[src/rtl/rv32i_types.sv]
// Shared RV32I front-end types: fetch FSM encoding, reset PC and the bubble
// instruction that IF/ID loads on flush.
package rv32i_types;

    typedef enum logic [1:0] {
        FETCH,
        HOLD,
        KILL
    } fetch_state_t;

    localparam logic [31:0] NOP      = 32'h0000_0013;
    localparam logic [31:0] RESET_PC = 32'h0000_0060;

endpackage

[src/rtl/fetch_hold_buf.sv]
// 32-bit holding register with synchronous clear (priority) and load.
// Used for the stalled instruction and for the pending redirect target.
module fetch_hold_buf (
    input  logic        clk,
    input  logic        clear,
    input  logic        load,
    input  logic [31:0] d,
    output logic [31:0] buf_q
);

    always_ff @(posedge clk) begin
        if (clear) begin
            buf_q <= 32'h0;
        end else if (load) begin
            buf_q <= d;
        end
    end

endmodule

[src/rtl/fetch_unit.sv]
// IF stage: owns the PC, runs the I-memory read handshake and feeds IF/ID,
// absorbing ID stalls and EX redirects without losing or duplicating fetches.
module fetch_unit
    import rv32i_types::*;
#(
    parameter logic [31:0] RESET_PC  = rv32i_types::RESET_PC,
    parameter logic [31:0] NOP_INSTR = rv32i_types::NOP
) (
    input  logic        clk,
    input  logic        rst,
    output logic        imem_read,
    output logic [31:0] imem_address,
    input  logic        imem_resp,
    input  logic [31:0] imem_rdata,
    input  logic        stall,
    input  logic        redirect,
    input  logic [31:0] redirect_target,
    output logic        ifid_en,
    output logic        ifid_flush,
    output logic [31:0] ifid_pc,
    output logic [31:0] ifid_pc_plus4,
    output logic [31:0] ifid_instr
);

    fetch_state_t state_q, state_d;
    logic [31:0]  pc_q, pc_d;
    logic [31:0]  pc_plus4;
    logic [31:0]  hold_instr_q, pend_target_q;
    logic         hold_load, hold_clear;
    logic         pend_load;
    logic [31:0]  instr_src;

    assign pc_plus4      = pc_q + 32'd4;
    assign ifid_pc       = pc_q;
    assign ifid_pc_plus4 = pc_plus4;
    assign imem_address  = pc_q;
    assign instr_src     = (state_q == HOLD) ? hold_instr_q : imem_rdata;
    assign ifid_instr    = ifid_flush ? NOP_INSTR : instr_src;

    always_ff @(posedge clk) begin
        if (rst) begin
            state_q <= FETCH;
            pc_q    <= RESET_PC;
        end else begin
            state_q <= state_d;
            pc_q    <= pc_d;
        end
    end

    fetch_hold_buf u_hold_instr (
        .clk   (clk),
        .clear (hold_clear),
        .load  (hold_load),
        .d     (imem_rdata),
        .buf_q (hold_instr_q)
    );

    fetch_hold_buf u_pend_target (
        .clk   (clk),
        .clear (rst),
        .load  (pend_load),
        .d     (redirect_target),
        .buf_q (pend_target_q)
    );

    always_comb begin
        state_d    = state_q;
        pc_d       = pc_q;
        imem_read  = 1'b0;
        ifid_en    = 1'b0;
        ifid_flush = 1'b0;
        hold_load  = 1'b0;
        hold_clear = rst;
        pend_load  = 1'b0;

        if (!rst) begin
            unique case (state_q)
                FETCH: begin
                    imem_read = 1'b1;
                    if (imem_resp) begin
                        if (redirect) begin
                            pc_d       = redirect_target;
                            ifid_en    = 1'b1;
                            ifid_flush = 1'b1;
                        end else if (stall) begin
                            hold_load = 1'b1;
                            state_d   = HOLD;
                        end else begin
                            ifid_en = 1'b1;
                            pc_d    = pc_plus4;
                        end
                    end else if (redirect) begin
                        // The request at pc is already out; remember where to go once it lands.
                        pend_load  = 1'b1;
                        ifid_en    = 1'b1;
                        ifid_flush = 1'b1;
                        state_d    = KILL;
                    end else if (!stall) begin
                        ifid_en    = 1'b1;
                        ifid_flush = 1'b1;
                    end
                end
                HOLD: begin
                    if (redirect) begin
                        hold_clear = 1'b1;
                        pc_d       = redirect_target;
                        ifid_en    = 1'b1;
                        ifid_flush = 1'b1;
                        state_d    = FETCH;
                    end else if (!stall) begin
                        ifid_en = 1'b1;
                        pc_d    = pc_plus4;
                        state_d = FETCH;
                    end
                end
                KILL: begin
                    imem_read  = 1'b1;
                    ifid_en    = !stall || redirect;
                    ifid_flush = ifid_en;
                    pend_load  = redirect;
                    if (imem_resp) begin
                        pc_d    = redirect ? redirect_target : pend_target_q;
                        state_d = FETCH;
                    end
                end
                default: state_d = FETCH;
            endcase
        end
    end

endmodule
[config.mk]
export PLATFORM = sky130hd
export DESIGN_NAME = fetch_unit
export DESIGN_NICKNAME = d
export VERILOG_FILES = /design/src/rtl/rv32i_types.sv /design/src/rtl/fetch_hold_buf.sv /design/src/rtl/fetch_unit.sv
export SDC_FILE = /design/constraint.sdc
export NUM_CORES = 1
export LEC_CHECK = 0
export CAP_MARGIN = 20
export CORE_MARGIN = 10
export CORE_UTILIZATION = 50
export CTS_CLUSTER_DIAMETER = 80
export DETAILED_ROUTE_END_ITERATION = 12
export DONT_BUFFER_PORTS = 1
export GPL_TIMING_DRIVEN = 0
export HOLD_SLACK_MARGIN = 0.15
export SYNTH_ARGS = -nofsm -noshare
export SYNTH_HDL_FRONTEND = slang
export SYNTH_SLANG_ARGS = --single-unit
[constraint.sdc]
create_clock -name clk -period 2.2 [get_ports clk]
set_input_delay 0.44 -clock clk [delete_from_list [all_inputs] [get_ports clk]]
set_output_delay 0.44 -clock clk [all_outputs]
set_load 0.02 [all_outputs]
; ---- Word-level counts from Yosys, hierarchy flattened
; Index checks and enable logic that the tools add are counted.
[word_totals]
register_bits = 98
input_bits = 69
out_inout_bits = 131
word_cells = 57
[classes]
addsub = 1
eq_ne = 8
mux = 36
reduce_logical = 8
[ops]
columns = cell, count
row1 = 32-bit 2-to-1 mux, 7
row2 = 32-bit one-hot mux with 3 select lines, 1
row3 = "32-bit by 3-bit adder with 32-bit output, second input constant", 1
row4 = 1-bit 2-to-1 mux, 17
row5 = 2-bit 2-to-1 mux, 7
row6 = "3-bit != test, second input constant", 4
row7 = 2-bit one-hot mux with 3 select lines, 1
row8 = 5-bit AND reduction, 1
row9 = "2-bit != test, second input constant", 2
row10 = 1-bit one-hot mux with 2 select lines, 2
row11 = 2-bit OR reduction, 2
row12 = 1-bit one-hot mux with 3 select lines, 1
row13 = 3-bit AND reduction, 1
row14 = 3-bit nonzero test, 1
row15 = "2-bit by 1-bit == test with 1-bit output, second input constant", 1
row16 = "2-bit == test, second input constant", 1
row17 = 2-bit zero test, 1
row18 = 1-bit zero test, 1
row19 = 1-bit logical OR, 1

; ---- Longest topological paths before layout
[depth]
word_depth = 6
mapped_depth = 8
ltp_nobuf = 6

; ---- Cells and area by module
; A second synthesis with hierarchy kept.
[unflattened]
cells_unflattened = 742
hier_area_um2 = 5814.3
[modules_own_cells]
columns = mod, instances, cells_each, area_per_inst_um2, seq_area_each_um2
row1 = fetch_unit, 1, 536, 3487.1, 680.7
row2 = fetch_hold_buf, 2, 103, 1163.6, 640.6

; ---- Least setup slack after synthesis
; Ideal clock, no wire load.
[synth_timing]
kind = input to output
start = in rst
end = out ifid_instr[22]
arrival_ns = 2.000
required_ns = 1.760
slack_ns = -0.240
stages = 7
path_buffers = 3
cell_sequence = clkbuf_1 -> inv_1 -> and3_1 -> and2_1 -> clkbuf_1 -> buf_1 -> a21oi_1
[synth_between]
elab_chain_cells = 2
[synth_lines]
columns = item, line_no
row1 = start: declaration, fetch_unit.sv:10  ; input logic rst,
row2 = 1-bit 2-to-1 mux, fetch_unit.sv:76  ; if (!rst) begin
row3 = via ifid_flush, fetch_unit.sv:19  ; output logic ifid_flush,
row4 = 32-bit 2-to-1 mux, fetch_unit.sv:38  ; assign ifid_instr = ifid_flush ? NOP_INSTR : instr_src;
row5 = end: declaration, fetch_unit.sv:22  ; output logic [31:0] ifid_instr
; The timed path passes the listed nets, and every way through them passes these cells.

; ---- Worst setup path after layout
[layout_timing]
start = reg pc_q[6] (netlist: ifid_pc[6])
end = out ifid_pc_plus4[31]
[layout_between]
elab_chain_cells = 1
[layout_lines]
columns = item, line_no
row1 = start: declaration, fetch_unit.sv:26  ; logic [31:0] pc_q, pc_d;
row2 = start signal: assignment, fetch_unit.sv:46  ; pc_q <= pc_d;
row3 = 32-bit by 3-bit adder with 32-bit output, fetch_unit.sv:33  ; assign pc_plus4 = pc_q + 32'd4;
row4 = end: declaration, fetch_unit.sv:21  ; output logic [31:0] ifid_pc_plus4,
; No other way between the ends.

==> flow_metrics.py <==
metrics = {
    "synthesis": {
        "synth_xor_area_share_pct": 4.182,
        "synth-edff-count": 0,
        "synth_warnings": 0,
        "synth_top_cell_area_share_pct": 34.70,
        "ys_ff_latch": 98,
        "syn-instance-count": 760,
        "post_synth_mux_area_share_pct": 1.261,
        "syn_area_per_cell_um2": 7.440,
        "synth_top_family_by_area": "simple AND/OR/NAND/NOR gates",
        "synth_seq_area_share_pct": 34.70,
        "synth.net_count": 830,
        "synth_simple_gate_area_share_pct": 29.54,
        "synth_compound_area_share_pct": 20.05,
        "async_flop_share_pct": 0,
        "syn_area_mm2": 0.005654,
        "synthFlopType": "dfxtp_1",
        "yosysTopAreaCell": "dfxtp_1",
        "yosys.area_share.adder_pct": 0.2213,
        "synth_area_leaders": "dfxtp_1 35%, nand2_1 10%, a21oi_1 5.7%",
        "synthDistinctLibCells": 59,
    },
    "timing": {
        "finalHoldViolations": 0,
        "post-route-min-period_ns": 2.504,
        "timing.final.ws_setup_ns": -0.3042,
        "setup_viol": 18,
        "worstMarginPinSlew_ns": 0.7487,
        "holdWs_ns": 0.1852,
        "skew_ns": 0.004495,
        "maxSlewViolCount": 0,
        "rsz0062_at_grt": "yes",
        "tns_ns": -3.046,
        "fin_crit_sh_pct": 113.8,
        "slew-limit-headroom_pct": 50.09,
        "max_freq_ghz": 0.3993,
    },
    "worst_setup_path": {
        "start_kind": "register",
        "critPathCaptureType": "output pin",
        "required_ns": 1.76,
        "critPathKind": "register to output pin",
        "worstPathArrival_ns": 2.06,
        "ff2ff_setup_slack_ns": 0.05,
        "crit_fanout": 7,
    },
    "pwr": {
        "p_leak_nw": 3.147,
        "clkPwrFrac_pct": 33.6,
        "swShare_pct": 33.87,
        "internal-power_mw": 3.126,
        "p_comb_share_pct": 22.3,
        "ir_drop_v": 0.0004019,
        "power_mw": 4.727,
        "power_density_mw_per_mm2": 620.3,
        "power.switching_mw": 1.601,
        "pwr-share-seq_pct": 44.1,
    },
    "floorplan": {
        "dieArea_mm2": 0.01596,
        "top_level_ports": 200,
        "die_h_um": 126.3,
        "start_util_pct": 51.70,
        "core_area_mm2": 0.01094,
        "std_cell_rows": 38,
        "die_w_um": 126.3,
    },
    "detailed_routing": {
        "initialDrtViolationCount": 684,
        "vias": 6222,
        "ant_nets": 0,
        "totalWireLength_mm": 22.89,
        "first_pass_iters": 5,
        "drt-wirelength-per-cell_um": 23.74,
        "remaining_drc_errors": 0,
        "viasPerCell": 6.454,
    },
    "layout": {
        "final_cell_mix": "150 x nand2_1, 70 x dfxtp_1, 69 x buf_4",
        "multi_input_area_mm2": 0.004003,
        "synthToLayoutAreaGrowth_pct": 34.79,
        "stdcell_count": 964,
        "area.sequential_mm2": 0.002054,
        "final_common_cell": "nand2_1",
        "fillers": 886,
        "drive_gt1_share_pct": 32.77,
        "final_nets": 891,
        "diodes": 0,
    },
    "global_route": {
        "grt_pass1_vias": 5904,
        "grt.overflow.total": 0,
        "met3_usage_pct": 8.247,
        "use_met1_pct": 33.90,
        "grtUsageTotal_pct": 26.22,
        "grt_pass1_wl_mm": 33.95,
        "grt-busiest-layer": "met2",
        "antenna_found_initial": 0,
        "grt_max_degree": 16,
        "met2_usage_pct": 40.46,
    },
    "cts": {
        "cts.sinks": 98,
        "clk_pin_slew_worst_paths_ns": 0.07,
        "cts_max_level": 3,
        "root_buffer": "clkbuf_16",
        "cts_inserted_buffers": 9,
        "insertion_delay_ns": 0.35,
        "cts_tree": "built",
        "cts_buffer_depth": 2,
    },
    "status": {
        "status": "finished with violations",
        "violations": "setup timing",
    },
    "min_path": {
        "holdCritPathClass": "input port to register",
    },
    "place": {
        "dp_cells": 900,
        "place_hpwl_mm": 15.55,
        "port_buffers": 0,
        "gp_congestion": 0.9404,
    },
    "run": {
        "cap_violations": 0,
    },
}
-- repair_timing --
item / CTS / global route
buffers inserted: 26 / 21
endpoints found under the setup margin: 74 / 82
hold buffers: 1 / 0
gates cloned: 0 / 5
resized for setup: 152 / 40
pin swaps: 23 / 21
endpoints found under the hold margin: 1 / 0
-- worst max-delay path: stages, from the launching register on --
cell and delay [ns]:
dfxtp_4 0.44, nand4_4 0.24, nor4_4 0.45, and3b_2 0.34, xor2_4 0.23
-- sequential cells by signal (all words and copies together), names as in the netlist --
| name | flops |
|---|---|
| u_hold_instr.buf_q | 32 |
| state_q | 2 |
| ifid_pc | 32 |
| u_pend_target.buf_q | 32 |
-- synthesized netlist by cell type (3+ instances only) --
| library cell | n |
|---|---|
| nand2_1 | 153 |
| buf_4 | 36 |
| and3_1 | 19 |
| o221a_2 | 20 |
| or3_1 | 5 |
| a21oi_1 | 64 |
| o211ai_1 | 5 |
| nand3_1 | 54 |
| mux2i_1 | 6 |
| buf_2 | 11 |
| nand3b_1 | 3 |
| nand4_1 | 11 |
| o32ai_1 | 4 |
| nand2b_1 | 6 |
| o311ai_0 | 8 |
| nor3_1 | 39 |
| inv_1 | 10 |
| a31oi_1 | 4 |
| and2_1 | 3 |
| buf_1 | 5 |
| o21ai_0 | 24 |
| nor2_1 | 40 |
| xor2_1 | 9 |
| dfxtp_1 | 98 |
| a221oi_1 | 4 |
| a211oi_1 | 5 |
| nor4_1 | 7 |
| clkbuf_1 | 45 |
| xnor2_1 | 18 |
| o31ai_1 | 4 |
-- through the flow --
| step | cell area, µm² | setup WS [ns] | utilization, % |
|---|---|---|---|
| 2_1_floorplan | 5868 | -0.009090 | - |
| 3_3_place_gp | 6043 | -0.4779 | 55.26 |
| 3_5_place_dp | 6043 | -0.5078 | 55.26 |
| 4_1_cts | 7232 | -0.2893 | 66.13 |
| 5_1_grt | 7621 | -0.3549 | 69.69 |
| 6_report | 7621 | -0.3042 | 69.69 |
-- worst paths after layout --
check | end | depth (start not counted) | start
worst max-delay path | ifid_pc_plus4[31] | 4 | ifid_pc[6]
worst min-delay path | u_pend_target.buf_q[0] | 2 | redirect_target[0]
worst min register to register | u_pend_target.buf_q[0] | 2 | u_pend_target.buf_q[0]
worst max register to register | ifid_pc[14] | 7 | state_q[1]
-- power groups by stage --
stage / Clock [mW] / Combinational (mW) / Sequential [mW]
after floorplan: 0 / 0.702 / 2.07
after detailed placement: 0 / 0.878 / 2.11
after global routing: 1.67 / 1.12 / 2.10
after CTS: 1.58 / 0.994 / 2.08
final: 1.59 / 1.06 / 2.08
after global placement: 0 / 0.868 / 2.11
-- area by class of cell --
type | count | area share (%)
repair buffers | 51 | 5.746
clock inverters | 5 | 0.7552
well taps | 140 | 2.298
plain buffers | 96 | 8.176
multi-input cells | 554 | 52.52
flip-flops and latches | 98 | 26.96
inverters | 11 | 0.5910
clock buffers | 9 | 2.955
-- per-layer routing --
layer	part of all wire, %	vias to the layer above
li1	-	2788
met1	40	2964
met2	45	413
met3	12	57
met4	2.5	0
met5	0	-
-- cell families after synthesis --
group,Yosys count
buffers and inverters,109
adders and majority gates,1
muxes,7
AOI/OAI and AO/OA,164
and+or+nand+nor,354
xor gates and xnor gates,27
DFF,98
Note: power is estimated with default switching activity, not from simulation.
